### config.mk
export PLATFORM = sky130hd
export DESIGN_NAME = gui_palette_select
export DESIGN_NICKNAME = d
export VERILOG_FILES = /design/src/rtl/gui_pkg.sv /design/src/rtl/gui_hit_decode.sv /design/src/rtl/gui_palette_select.sv
export SDC_FILE = /design/constraint.sdc
export NUM_CORES = 1
export LEC_CHECK = 0
export ABC_AREA = 0
export CORE_AREA = 2 2 69 71
export CTS_BUF_LIST = sky130_fd_sc_hd__clkbuf_16
export CTS_CLUSTER_SIZE = 25
export DETAILED_ROUTE_END_ITERATION = 8
export DIE_AREA = 0 0 71 73
export DONT_BUFFER_PORTS = 1
export GPL_TIMING_DRIVEN = 1
export PLACE_DENSITY_LB_ADDON = 0.25
export SLEW_MARGIN = 20
export SYNTH_ARGS = -nofsm -noshare
export SYNTH_HDL_FRONTEND = slang
export SYNTH_HIERARCHICAL = 1
export SYNTH_SLANG_ARGS = --single-unit
### constraint.sdc
create_clock -name clk_in -period 4.25 [get_ports clk_in]
set_input_delay 0.85 -clock clk_in [delete_from_list [all_inputs] [get_ports clk_in]]
set_output_delay 0.85 -clock clk_in [all_outputs]
set_load 0.03 [all_outputs]
### src/rtl/gui_pkg.sv
`default_nettype none
// ============================================================================
// Module   : gui_pkg
// Brief    : Shared GUI definitions: color codes, hit classes, palette
//            panel layout and stroke-width limits.
// Revision : 1.0 - initial release
// ============================================================================
package gui_pkg;

   // Color codes shared with the panel renderer
   localparam logic [3:0] COLOR_BLACK   = 4'd0;
   localparam logic [3:0] COLOR_WHITE   = 4'd1;
   localparam logic [3:0] COLOR_RED     = 4'd2;
   localparam logic [3:0] COLOR_GREEN   = 4'd3;
   localparam logic [3:0] COLOR_BLUE    = 4'd4;
   localparam logic [3:0] COLOR_CYAN    = 4'd5;
   localparam logic [3:0] COLOR_MAGENTA = 4'd6;
   localparam logic [3:0] COLOR_YELLOW  = 4'd7;
   localparam logic [3:0] COLOR_GRAY    = 4'd8;
   localparam int         NUM_COLORS    = 9;

   // What a cursor position lands on
   typedef enum logic [2:0] {
      NONE      = 3'd0,
      COLOR     = 3'd1,
      WIDTH_DEC = 3'd2,
      WIDTH_INC = 3'd3,
      CANVAS    = 3'd4
   } hit_t;

   // Swatch column: swatch i spans y = SWATCH_Y0 + i*PITCH .. + SWATCH_H-1
   localparam int SWATCH_X0    = 20;
   localparam int SWATCH_X1    = 80;
   localparam int SWATCH_Y0    = 100;
   localparam int SWATCH_PITCH = 40;
   localparam int SWATCH_H     = 30;

   // Width buttons share one row
   localparam int BTN_Y0 = 480;
   localparam int BTN_Y1 = 509;
   localparam int DEC_X0 = 20;
   localparam int DEC_X1 = 45;
   localparam int INC_X0 = 55;
   localparam int INC_X1 = 80;

   // Stroke width limits and power-up state
   localparam logic [2:0] WIDTH_MIN   = 3'd1;
   localparam logic [2:0] WIDTH_MAX   = 3'd7;
   localparam logic [2:0] WIDTH_RESET = 3'd2;
   localparam logic [3:0] COLOR_RESET = COLOR_WHITE;

   // One saturating step of the stroke width in the requested direction
   function automatic logic [2:0] width_step(input logic [2:0] width, input logic inc);
      logic [2:0] w_result;
      w_result = width;
      if (inc) begin
         if (width < WIDTH_MAX) w_result = width + 3'd1;
      end else begin
         if (width > WIDTH_MIN) w_result = width - 3'd1;
      end
      return w_result;
   endfunction

endpackage
`default_nettype wire

### src/rtl/gui_hit_decode.sv
`default_nettype none
// ============================================================================
// Module   : gui_hit_decode
// Brief    : Combinational hit test of a cursor position against the palette
//            panel layout. Returns the hit class and, for swatches, the
//            color index.
// Revision : 1.0 - initial release
// ============================================================================
module gui_hit_decode
   import gui_pkg::*;
#(
   parameter int PANEL_W = 100
) (
   input  logic [10:0] cursor_x,
   input  logic [9:0]  cursor_y,
   input  logic        cursor_valid,
   output hit_t        hit,
   output logic [3:0]  color_idx
);

   int w_x;
   int w_y;

   // Classify the position; everything inside the panel that is not a
   // swatch or button is NONE, everything right of it is canvas
   always_comb begin
      w_x       = int'(cursor_x);
      w_y       = int'(cursor_y);
      hit       = NONE;
      color_idx = 4'd0;
      if (!cursor_valid) begin
         hit = NONE;
      end else if (w_x > PANEL_W) begin
         hit = CANVAS;
      end else begin
         if (w_x >= SWATCH_X0 && w_x <= SWATCH_X1) begin
            for (int i = 0; i < NUM_COLORS; i++) begin
               if (w_y >= SWATCH_Y0 + SWATCH_PITCH * i &&
                   w_y <= SWATCH_Y0 + SWATCH_PITCH * i + SWATCH_H - 1) begin
                  hit       = COLOR;
                  color_idx = 4'(i);
               end
            end
         end
         if (w_y >= BTN_Y0 && w_y <= BTN_Y1) begin
            if (w_x >= DEC_X0 && w_x <= DEC_X1) begin
               hit = WIDTH_DEC;
            end else if (w_x >= INC_X0 && w_x <= INC_X1) begin
               hit = WIDTH_INC;
            end
         end
      end
   end

endmodule
`default_nettype wire

### src/rtl/gui_palette_select.sv
`default_nettype none
// ============================================================================
// Module   : gui_palette_select
// Brief    : Palette panel input controller. Debounces the click level,
//            latches the hit target once a press is accepted, commits one
//            color/width action per press and drives pen_down for canvas
//            presses.
// Revision : 1.0 - initial release
// ============================================================================
module gui_palette_select
   import gui_pkg::*;
#(
   parameter int DEBOUNCE = 4,
   parameter int PANEL_W  = 100
) (
   input  logic        clk_in,
   input  logic        rst_in,
   input  logic [10:0] cursor_x,
   input  logic [9:0]  cursor_y,
   input  logic        cursor_valid,
   input  logic        click_in,
   output logic [3:0]  cursor_color,
   output logic [2:0]  stroke_width,
   output logic        update_out,
   output logic        pen_down
);

   localparam int c_CNT_W = (DEBOUNCE < 2) ? 1 : $clog2(DEBOUNCE + 1);
   // Counter value that, together with one more matching sample, completes
   // a debounce window
   localparam logic [c_CNT_W-1:0] c_CNT_LAST = c_CNT_W'(DEBOUNCE - 1);
   localparam logic [c_CNT_W-1:0] c_CNT_ONE  = c_CNT_W'(1);

   typedef enum logic [2:0] {
      IDLE    = 3'd0,
      ARM     = 3'd1,
      ACT     = 3'd2,
      HELD    = 3'd3,
      RELEASE = 3'd4
   } state_t;

   state_t              r_state;
   state_t              w_state_next;
   logic [c_CNT_W-1:0]  r_cnt;
   logic [c_CNT_W-1:0]  w_cnt_next;
   logic                w_latch;
   hit_t                w_hit;
   logic [3:0]          w_hit_idx;
   hit_t                r_tgt;
   logic [3:0]          r_tgt_idx;
   hit_t                w_tgt_next;
   logic                w_pen_next;
   logic [3:0]          r_color;
   logic [2:0]          r_width;
   logic                r_update;
   logic                r_pen;

   gui_hit_decode #(
      .PANEL_W      (PANEL_W)
   ) u_hit_decode (
      .cursor_x     (cursor_x),
      .cursor_y     (cursor_y),
      .cursor_valid (cursor_valid),
      .hit          (w_hit),
      .color_idx    (w_hit_idx)
   );

   // State, debounce counter and the target latched at press acceptance
   always_ff @(posedge clk_in or posedge rst_in) begin
      if (rst_in) begin
         r_state   <= IDLE;
         r_cnt     <= '0;
         r_tgt     <= NONE;
         r_tgt_idx <= 4'd0;
      end else begin
         r_state <= w_state_next;
         r_cnt   <= w_cnt_next;
         if (w_latch) begin
            r_tgt     <= w_hit;
            r_tgt_idx <= w_hit_idx;
         end
      end
   end

   // Debounce sequencing; the target is captured on the edge entering ACT
   // so that later cursor motion cannot change the press outcome
   always_comb begin
      w_state_next = r_state;
      w_cnt_next   = r_cnt;
      w_latch      = 1'b0;
      case (r_state)
         IDLE: begin
            if (click_in) begin
               if (DEBOUNCE == 1) begin
                  w_state_next = ACT;
                  w_cnt_next   = '0;
                  w_latch      = 1'b1;
               end else begin
                  w_state_next = ARM;
                  w_cnt_next   = c_CNT_ONE;
               end
            end
         end
         ARM: begin
            if (!click_in) begin
               w_state_next = IDLE;
               w_cnt_next   = '0;
            end else if (r_cnt == c_CNT_LAST) begin
               w_state_next = ACT;
               w_cnt_next   = '0;
               w_latch      = 1'b1;
            end else begin
               w_cnt_next = r_cnt + c_CNT_ONE;
            end
         end
         ACT: begin
            w_state_next = HELD;
            w_cnt_next   = '0;
         end
         HELD: begin
            if (!click_in) begin
               if (DEBOUNCE == 1) begin
                  w_state_next = IDLE;
                  w_cnt_next   = '0;
               end else begin
                  w_state_next = RELEASE;
                  w_cnt_next   = c_CNT_ONE;
               end
            end
         end
         RELEASE: begin
            if (click_in) begin
               w_state_next = HELD;
               w_cnt_next   = '0;
            end else if (r_cnt == c_CNT_LAST) begin
               w_state_next = IDLE;
               w_cnt_next   = '0;
            end else begin
               w_cnt_next = r_cnt + c_CNT_ONE;
            end
         end
         default: begin
            w_state_next = IDLE;
            w_cnt_next   = '0;
         end
      endcase
   end

   // pen_down looks at the target as it will be after this edge, so a canvas
   // press shows pen_down in the same cycle the FSM reaches ACT
   always_comb begin
      w_tgt_next = w_latch ? w_hit : r_tgt;
      w_pen_next = (w_state_next == ACT || w_state_next == HELD ||
                    w_state_next == RELEASE) &&
                   (w_tgt_next == CANVAS) && cursor_valid;
   end

   // Commit the latched action on the edge leaving ACT
   always_ff @(posedge clk_in or posedge rst_in) begin
      if (rst_in) begin
         r_color  <= COLOR_RESET;
         r_width  <= WIDTH_RESET;
         r_update <= 1'b0;
         r_pen    <= 1'b0;
      end else begin
         r_update <= 1'b0;
         r_pen    <= w_pen_next;
         if (r_state == ACT) begin
            case (r_tgt)
               COLOR: begin
                  r_color  <= r_tgt_idx;
                  r_update <= 1'b1;
               end
               WIDTH_DEC: begin
                  r_width  <= width_step(r_width, 1'b0);
                  r_update <= 1'b1;
               end
               WIDTH_INC: begin
                  r_width  <= width_step(r_width, 1'b1);
                  r_update <= 1'b1;
               end
               default: begin
               end
            endcase
         end
      end
   end

   assign cursor_color = r_color;
   assign stroke_width = r_width;
   assign update_out   = r_update;
   assign pen_down     = r_pen;

endmodule
`default_nettype wire
==> reports/qor.csv, run 1 <==
stage;metric;value;unit
status;status;completed;
routing;DR vias;1402;
synth;Cells after Synth;186;
synth;FF+latch count, synth;22;
synth;Synth Area in Adders;2.939;%
placed_design;DP HPWL;2799;µm
cts;clock buffer depth;2;
synth;number of synthesis warnings;6;
critical_path;CP Capture Type;register;
cts;Root Driver;clkbuf_16;
floorplanning;Initial Util;37.54;%
floorplanning;I/O pin cnt;34;
sta;final clock skew;0.004793;ns
routing;Initial DRC Count;52;
synth;syn_nets;215;
sta;Max transition margin;43.54;%
power;part of the power in combinational logic;26.9;%
floorplanning;CORE AREA;4536;µm²
grt;number of global-route vias before repair;1397;
power;Clock Power Share;29.0;%
grt;met3 GRT Util;3.867;%
synth;syn avg cell area;9.155;µm²
power;Pint;0.0004473;W
synth;Seq/Total Area, Yosys;32.48;%
power;net switching power;0.0002134;W
synth;post-synthesis xor/xnor area fraction;1.029;%
grt;met2 Use GR;23.99;%
cts;latest clock arrival within the worst-skew pair;0.25;ns
critical_path;CP Class;in -> reg;
placed_design;placed inst area;1702;µm²
floorplanning;Rows;25;
power;switching share of power;32.29;%
sta;Sum Neg Setup Slack;0;ns
synth;main flop type after synthesis;dfrtp_1;
placed_design;IO Port Bufs;0;
synth;Post-synth EDFFs;0;
power;static leakage;0.7191;nW
routing;Post-route DRC;0;
cts;Clk pin slew, worst setup/hold paths;0.06;ns
floorplanning;Die W;71;µm
sta;Max Fclk;399.4;MHz
critical_path;Data required, critical path;4.39;ns
cts;post_cts resized;0;
synth;synth top area cells;dfrtp_1 29%, mux2_2 7.9%, nor2_1 4.2%;
sta;Final Hold Fails;0;
synth;Synth Area in Simple Gates;24.03;%
placed_design;placed cell count;230;
floorplanning;height of the die;73;µm
grt;largest net degree at the start of global routing;23;
routing;drt wl/cell;15.91;µm
min_path;Hold Crit Class;reg -> reg;
cells_and_area;register area;553.0;µm²
grt;busiest grt layer;met2;
routing;Routed Antenna Nets;0;
sta;Tcrit/Tclk final;58.92;%
cells_and_area;final net count;210;
cts;CTS buffer count;3;
run;max-capacitance violation count;0;
cells_and_area;layout cell share with drive strength beyond 1;15.64;%
floorplanning;DIE AREA;5183;µm²
cts;CTS tree;built;
sta;slew of the pin with the lowest slew margin;0.8460;ns
cells_and_area;Area Growth Syn to Fin;4.335;%
cts;Post-CTS Setup Inserts;0;
placed_design;GPL Wtd Cong;0.8281;
power;Worst VDD drop;219.7;µV
grt;first-pass GRT wire length;6161;µm
grt;gr usage total;14.50;%
critical_path;Worst Setup Start Kind;input port;
cts;Clock Sinks;22;
cells_and_area;Finished Cell Area;1777;µm²
synth;largest family of logic cells by synthesized area;compound AO/OA/AOI/OAI gates;
sta;Setup violations, final;0;
cells_and_area;fill count;435;
synth;post-synthesis async set-or-reset flop share;100.0;%
routing;total iterations of the first detailed-routing run;4;
critical_path;critical path peak fanout;3;
synth;Synth Area in Compound Gates;24.69;%
synth;top-area cell type share of the netlist area;29.39;%
synth;mux contribution to synthesized area;9.699;%
synth;post-synthesis cell type count;54;
grt;grt ovf;0;
power;sequential power share;44.1;%
sta;RSZ-0062 raised after global routing;no;
grt;antenna violations before repair;0;
synth;Post-Syn Area;1703;µm²
synth;cell taking the most area after synthesis;dfrtp_1;
cts;number of hold buffers added after cts;0;
grt;met1 Use GR;19.40;%
power;PwrDens;371.9;nW/µm²
cts;H-tree levels;1;
cells_and_area;ANT cells;0;
critical_path;Worst Path Arrival;2.64;ns
sta;Final Max Tran Viols;0;
routing;DR vias/cell;6.017;
sta;min Tclk post-route;2.504;ns
cells_and_area;non-filler instance count after layout;233;
cells_and_area;area taken by multi-input logic gates;1062;µm²
routing;final wirelength;3707;µm
cell usage after synthesis (all sizes together) (2+ instances only):
cell type,count
mux2,12
nor4b,4
nand2,12
a32oi,2
ha,4
nand4,3
a21boi,2
o21a,5
nand3,7
o21ai,6
clkbuf,4
dfstp,2
a31oi,3
or4,2
mux2i,3
nor2b,5
o22ai,4
xnor2,2
o211ai,2
dfrtp,20
a21oi,13
nand3b,4
buf,6
o32ai,2
nand2b,5
inv,5
nor3b,2
nor3,2
o21bai,2
nor2,19
a21o,2
o31ai,2
worst max-delay path, stage by stage:
cell       delay [ns]
or4_4            0.54
a2111oi_2        0.37
a21bo_2          0.28
a41oi_2          0.17
nor2_1           0.06
and3_1           0.17
o211a_1          0.21
cell families (layout without fill, tap and decap cells):
group / after synthesis / in the layout
simple gates: 70 / 70
xor+xnor: 2 / 2
flops: 22 / 22
buf+inv: 15 / 8
mux: 15 / 15
compound gates: 58 / 58
fa+ha+maj: 4 / 4
cell type report:
cell class                 instances  area share [%]
sequential                        22           31.13
tap                               54           3.803
clock buffer                       3           4.225
multi-input combinational        149           59.79
inverter                           5           1.056
power groups by stage:
stage	clock network (W)	registers (W)	logic (W)
floorplan	0	0.000264	0.000185
global placement	0	0.000293	0.000170
detailed placement	0	0.000295	0.000177
CTS	0.000197	0.000292	0.000178
global route	0.000206	0.000300	0.000205
finish	0.000192	0.000291	0.000177
state kept, by name (all words and copies together) (netlist names):
| name | count |
|---|---|
| r_tgt | 3 |
| pen_down | 1 |
| r_state | 3 |
| r_cnt | 3 |
| r_tgt_idx | 4 |
| update_out | 1 |
| cursor_color | 4 |
| stroke_width | 3 |
layout by cell type, fill, tap and decap left out, types with 2 or more instances in the layout:
master,instances
xnor2_1,2
o211ai_1,2
o21a_1,5
a21oi_1,13
a21boi_0,2
nand3b_1,4
mux2i_1,3
a32oi_1,2
nor3_1,2
nand2_1,12
dfrtp_1,20
inv_1,5
o32ai_1,2
o31ai_1,2
dfstp_2,2
a31oi_1,3
o21bai_1,2
clkbuf_16,3
nor4b_1,2
mux2_2,12
nand4_1,3
o22ai_1,4
nand2b_1,5
nor3b_1,2
ha_1,4
o21ai_0,6
nor2b_1,5
nor4b_2,2
or4_4,2
nor2_1,19
nand3_1,7
stage by stage:
step | util (%) | worst slack [ns] | total power (W) | hold slack (ns)
2_1_floorplan | - | 1.544 | 0.0004493 | 0.4717
3_3_place_gp | 37.52 | 1.512 | 0.0004631 | 0.4903
3_5_place_dp | 37.52 | 1.486 | 0.0004721 | 0.4975
4_1_cts | 39.17 | 1.744 | 0.0006674 | 0.5052
5_1_grt | 39.17 | 1.624 | 0.0007106 | 0.5321
6_report | 39.17 | 1.746 | 0.0006607 | 0.5040
routing by layer:
| layer | up-vias | share of wire, % |
|---|---|---|
| met2 | 28 | 46 |
| li1 | 690 | - |
| met4 | 0 | 0.57 |
| met3 | 2 | 5.7 |
| met1 | 682 | 48 |
| met5 | - | 0 |
worst paths after layout:
path	from	endpoint	slack [ns]	cells after the start
worst max-delay path	cursor_x[9]	pen_down	1.75	7
worst min-delay path	r_cnt[0]	r_cnt[0]	0.50	1
worst max register to register	r_state[0]	r_tgt_idx[2]	2.37	3
worst min register to register	r_cnt[0]	r_cnt[0]	0.50	1
max in group asynchronous	rst_in	r_state[2]	3.07	1
min in group asynchronous	rst_in	r_tgt_idx[3]	0.66	1
(Power assumes the default switching activity.)
==> run 2: changes to the inputs <==
- clock period: 4.25 -> 2.4 ns (I/O delays scaled with it)
==> run 2 against run 1 <==
Effect of this change: clock power grew 76%; utilization is 0.17 points higher; combinational power up 75%; global-route usage down 0.12 points; clock-buffer cell count did not move; critical endpoint unchanged; highest routed layer unchanged.
==> reports/qor.csv, run 2 (synthesized netlist as in run 1, its figures left out) <==
stage;metric;value;unit;change
cts;latest clock arrival within the worst-skew pair;0.25;ns;about the same
floorplanning;Initial Util;37.54;%;unchanged
sta;RSZ-0062 raised after global routing;no;;
routing;DR vias/cell;6.026;;+0.14%
placed_design;placed cell count;231;;+0.43%
grt;largest net degree at the start of global routing;23;;unchanged
placed_design;GPL Wtd Cong;0.8202;;-0.95%
cells_and_area;Area Growth Syn to Fin;4.776;%;
floorplanning;DIE AREA;5183;µm²;unchanged
sta;slew of the pin with the lowest slew margin;0.8290;ns;-0.01699 ns
floorplanning;CORE AREA;4536;µm²;unchanged
sta;Final Hold Fails;0;;unchanged
critical_path;Worst path max stage delay;0.42;ns;-0.12 ns
sta;Setup violations, final;0;;unchanged
placed_design;IO Port Bufs;0;;unchanged
cts;H-tree levels;1;;unchanged
cells_and_area;commonest non-fill, non-tap cell in the layout;dfrtp_1;;
min_path;Hold Crit Class;in -> async;;
grt;number of global-route vias before repair;1360;;-2.6%
sta;Final WS setup;0.1641;ns;-1.582 ns
grt;gr usage total;14.38;%;-0.12 points
critical_path;slowest CP cell;o41ai_1;;
cells_and_area;fill count;443;;+1.8%
cells_and_area;final net count;211;;+0.48%
critical_path;CP Class;in -> reg;;
cells_and_area;area taken by multi-input logic gates;1062;µm²;unchanged
critical_path;critical path peak fanout;3;;unchanged
cts;Root Driver;clkbuf_16;;
floorplanning;Rows;25;;unchanged
placed_design;DP HPWL;2799;µm;about the same
placed_design;placed inst area;1709;µm²;+0.44%
cts;Clk pin slew, worst setup/hold paths;0.06;ns;about the same
cts;clock buffer depth;2;;unchanged
floorplanning;height of the die;73;µm;unchanged
grt;antenna violations before repair;0;;unchanged
sta;min Tclk post-route;2.236;ns;
critical_path;CP Cell Sequence;o41ai_1 > nand3b_1 > a2111oi_2 > a21bo_2 > a41oi_2 > nor2_1 > and3_1 > o211a_1;;
sta;Final Max Tran Viols;0;;unchanged
cells_and_area;most frequent cells in the layout;20 x dfrtp_1, 19 x nor2_1, 13 x a21oi_1;;
run;max-capacitance violation count;0;;unchanged
cells_and_area;final core occ;39.34;%;+0.17 points
cts;number of hold buffers added after cts;0;;unchanged
cells_and_area;layout cell share with drive strength beyond 1;16.11;%;+0.47 points
cts;Clock Sinks;22;;unchanged
sta;Tcrit/Tclk final;93.16;%;
cts;CTS tree;built;;
routing;total iterations of the first detailed-routing run;4;;unchanged
cells_and_area;ANT cells;0;;unchanged
cells_and_area;non-filler instance count after layout;234;;+0.43%
cells_and_area;register area;553.0;µm²;unchanged
grt;first-pass GRT wire length;6058;µm;-1.7%
cells_and_area;Finished Cell Area;1784;µm²;+0.42%
grt;grt ovf;0;;unchanged
status;status;completed;;
critical_path;CP Capture Type;register;;
floorplanning;Die W;71;µm;unchanged
routing;Initial DRC Count;78;;+50%
cts;post_cts resized;0;;unchanged
routing;DR vias;1410;;+0.57%
critical_path;Worst Setup Start Kind;input port;;
critical_path;Worst Path Arrival;2.38;ns;-0.26 ns
critical_path;Data required, critical path;2.54;ns;-1.85 ns
cts;CTS buffer count;3;;unchanged
cts;Post-CTS Setup Inserts;0;;unchanged
floorplanning;I/O pin cnt;34;;unchanged
sta;Max transition margin;44.67;%;+1.1 points
routing;drt wl/cell;15.67;µm;-1.5%
placed_design;worst slack at placement;-0.06874;ns;-1.555 ns
routing;final wirelength;3667;µm;-1.1%
sta;Max Fclk;447.3;MHz;
routing;Post-route DRC;0;;unchanged
power;PwrDens;653.0;nW/µm²;+76%
power;static leakage;0.7246;nW;+0.76%
routing;Routed Antenna Nets;0;;unchanged
power;Worst VDD drop;507.1;µV;+130%
sta;final clock skew;0.005391;ns;+0.0005979 ns
==> run 2: critical path: cells and delay by family <==
family,cells,cell delay (ns)
compound gates,5,1.47
simple gates,3,0.42
==> run 2: path summary, 6_finish.rpt <==
check                              from      endpoint  slack (ns)  cells after the start
min in group clk_in            click_in    r_state[2]        0.29                      1
min reg2reg                r_tgt_idx[0]  r_tgt_idx[0]        0.51                      1
max in group asynchronous        rst_in  r_tgt_idx[0]        1.60                      1
max reg2reg                  r_state[0]  r_tgt_idx[2]        0.57                      3
max                         cursor_x[0]      pen_down        0.16                      8
min                              rst_in    r_state[1]        0.28                      1
==> run 2: final cells by class <==
cell class | instances | area share (%)
timing repair buffer | 1 | 0.4208
clock buffer | 3 | 4.208
tap | 54 | 3.787
sequential | 22 | 31.00
multi-input combinational | 149 | 59.54
inverter | 5 | 1.052
==> run 2: where the power goes <==
part | leakage [nW] | switching (W) | internal (W)
sequential | 0.293 | 0.000101 | 0.000417
combinational | 0.395 | 0.000154 | 0.000156
clock | 0.0370 | 0.000118 | 0.000220
==> run 2: per-layer routing <==
layer	vias to the layer above	wire [µm]	track usage, %
li1	691	-	-
met1	677	1670	18.63
met2	36	1708	22.95
met3	6	249	4.558
met4	0	39	4.612
met5	-	0	0
==> run 2: per-stage QoR <==
| stage | hold WS [ns] | TNS, ns | total power (W) |
|---|---|---|---|
| 2_1_floorplan | 0.4677 | 0 | 0.0007957 |
| 4_1_cts | 0.2877 | 0 | 0.001181 |
| 3_3_place_gp | 0.4958 | 0 | 0.0008200 |
| 5_1_grt | 0.2793 | 0 | 0.001250 |
| 6_report | 0.2827 | 0 | 0.001165 |
| 3_5_place_dp | 0.5027 | -0.06874 | 0.0008363 |
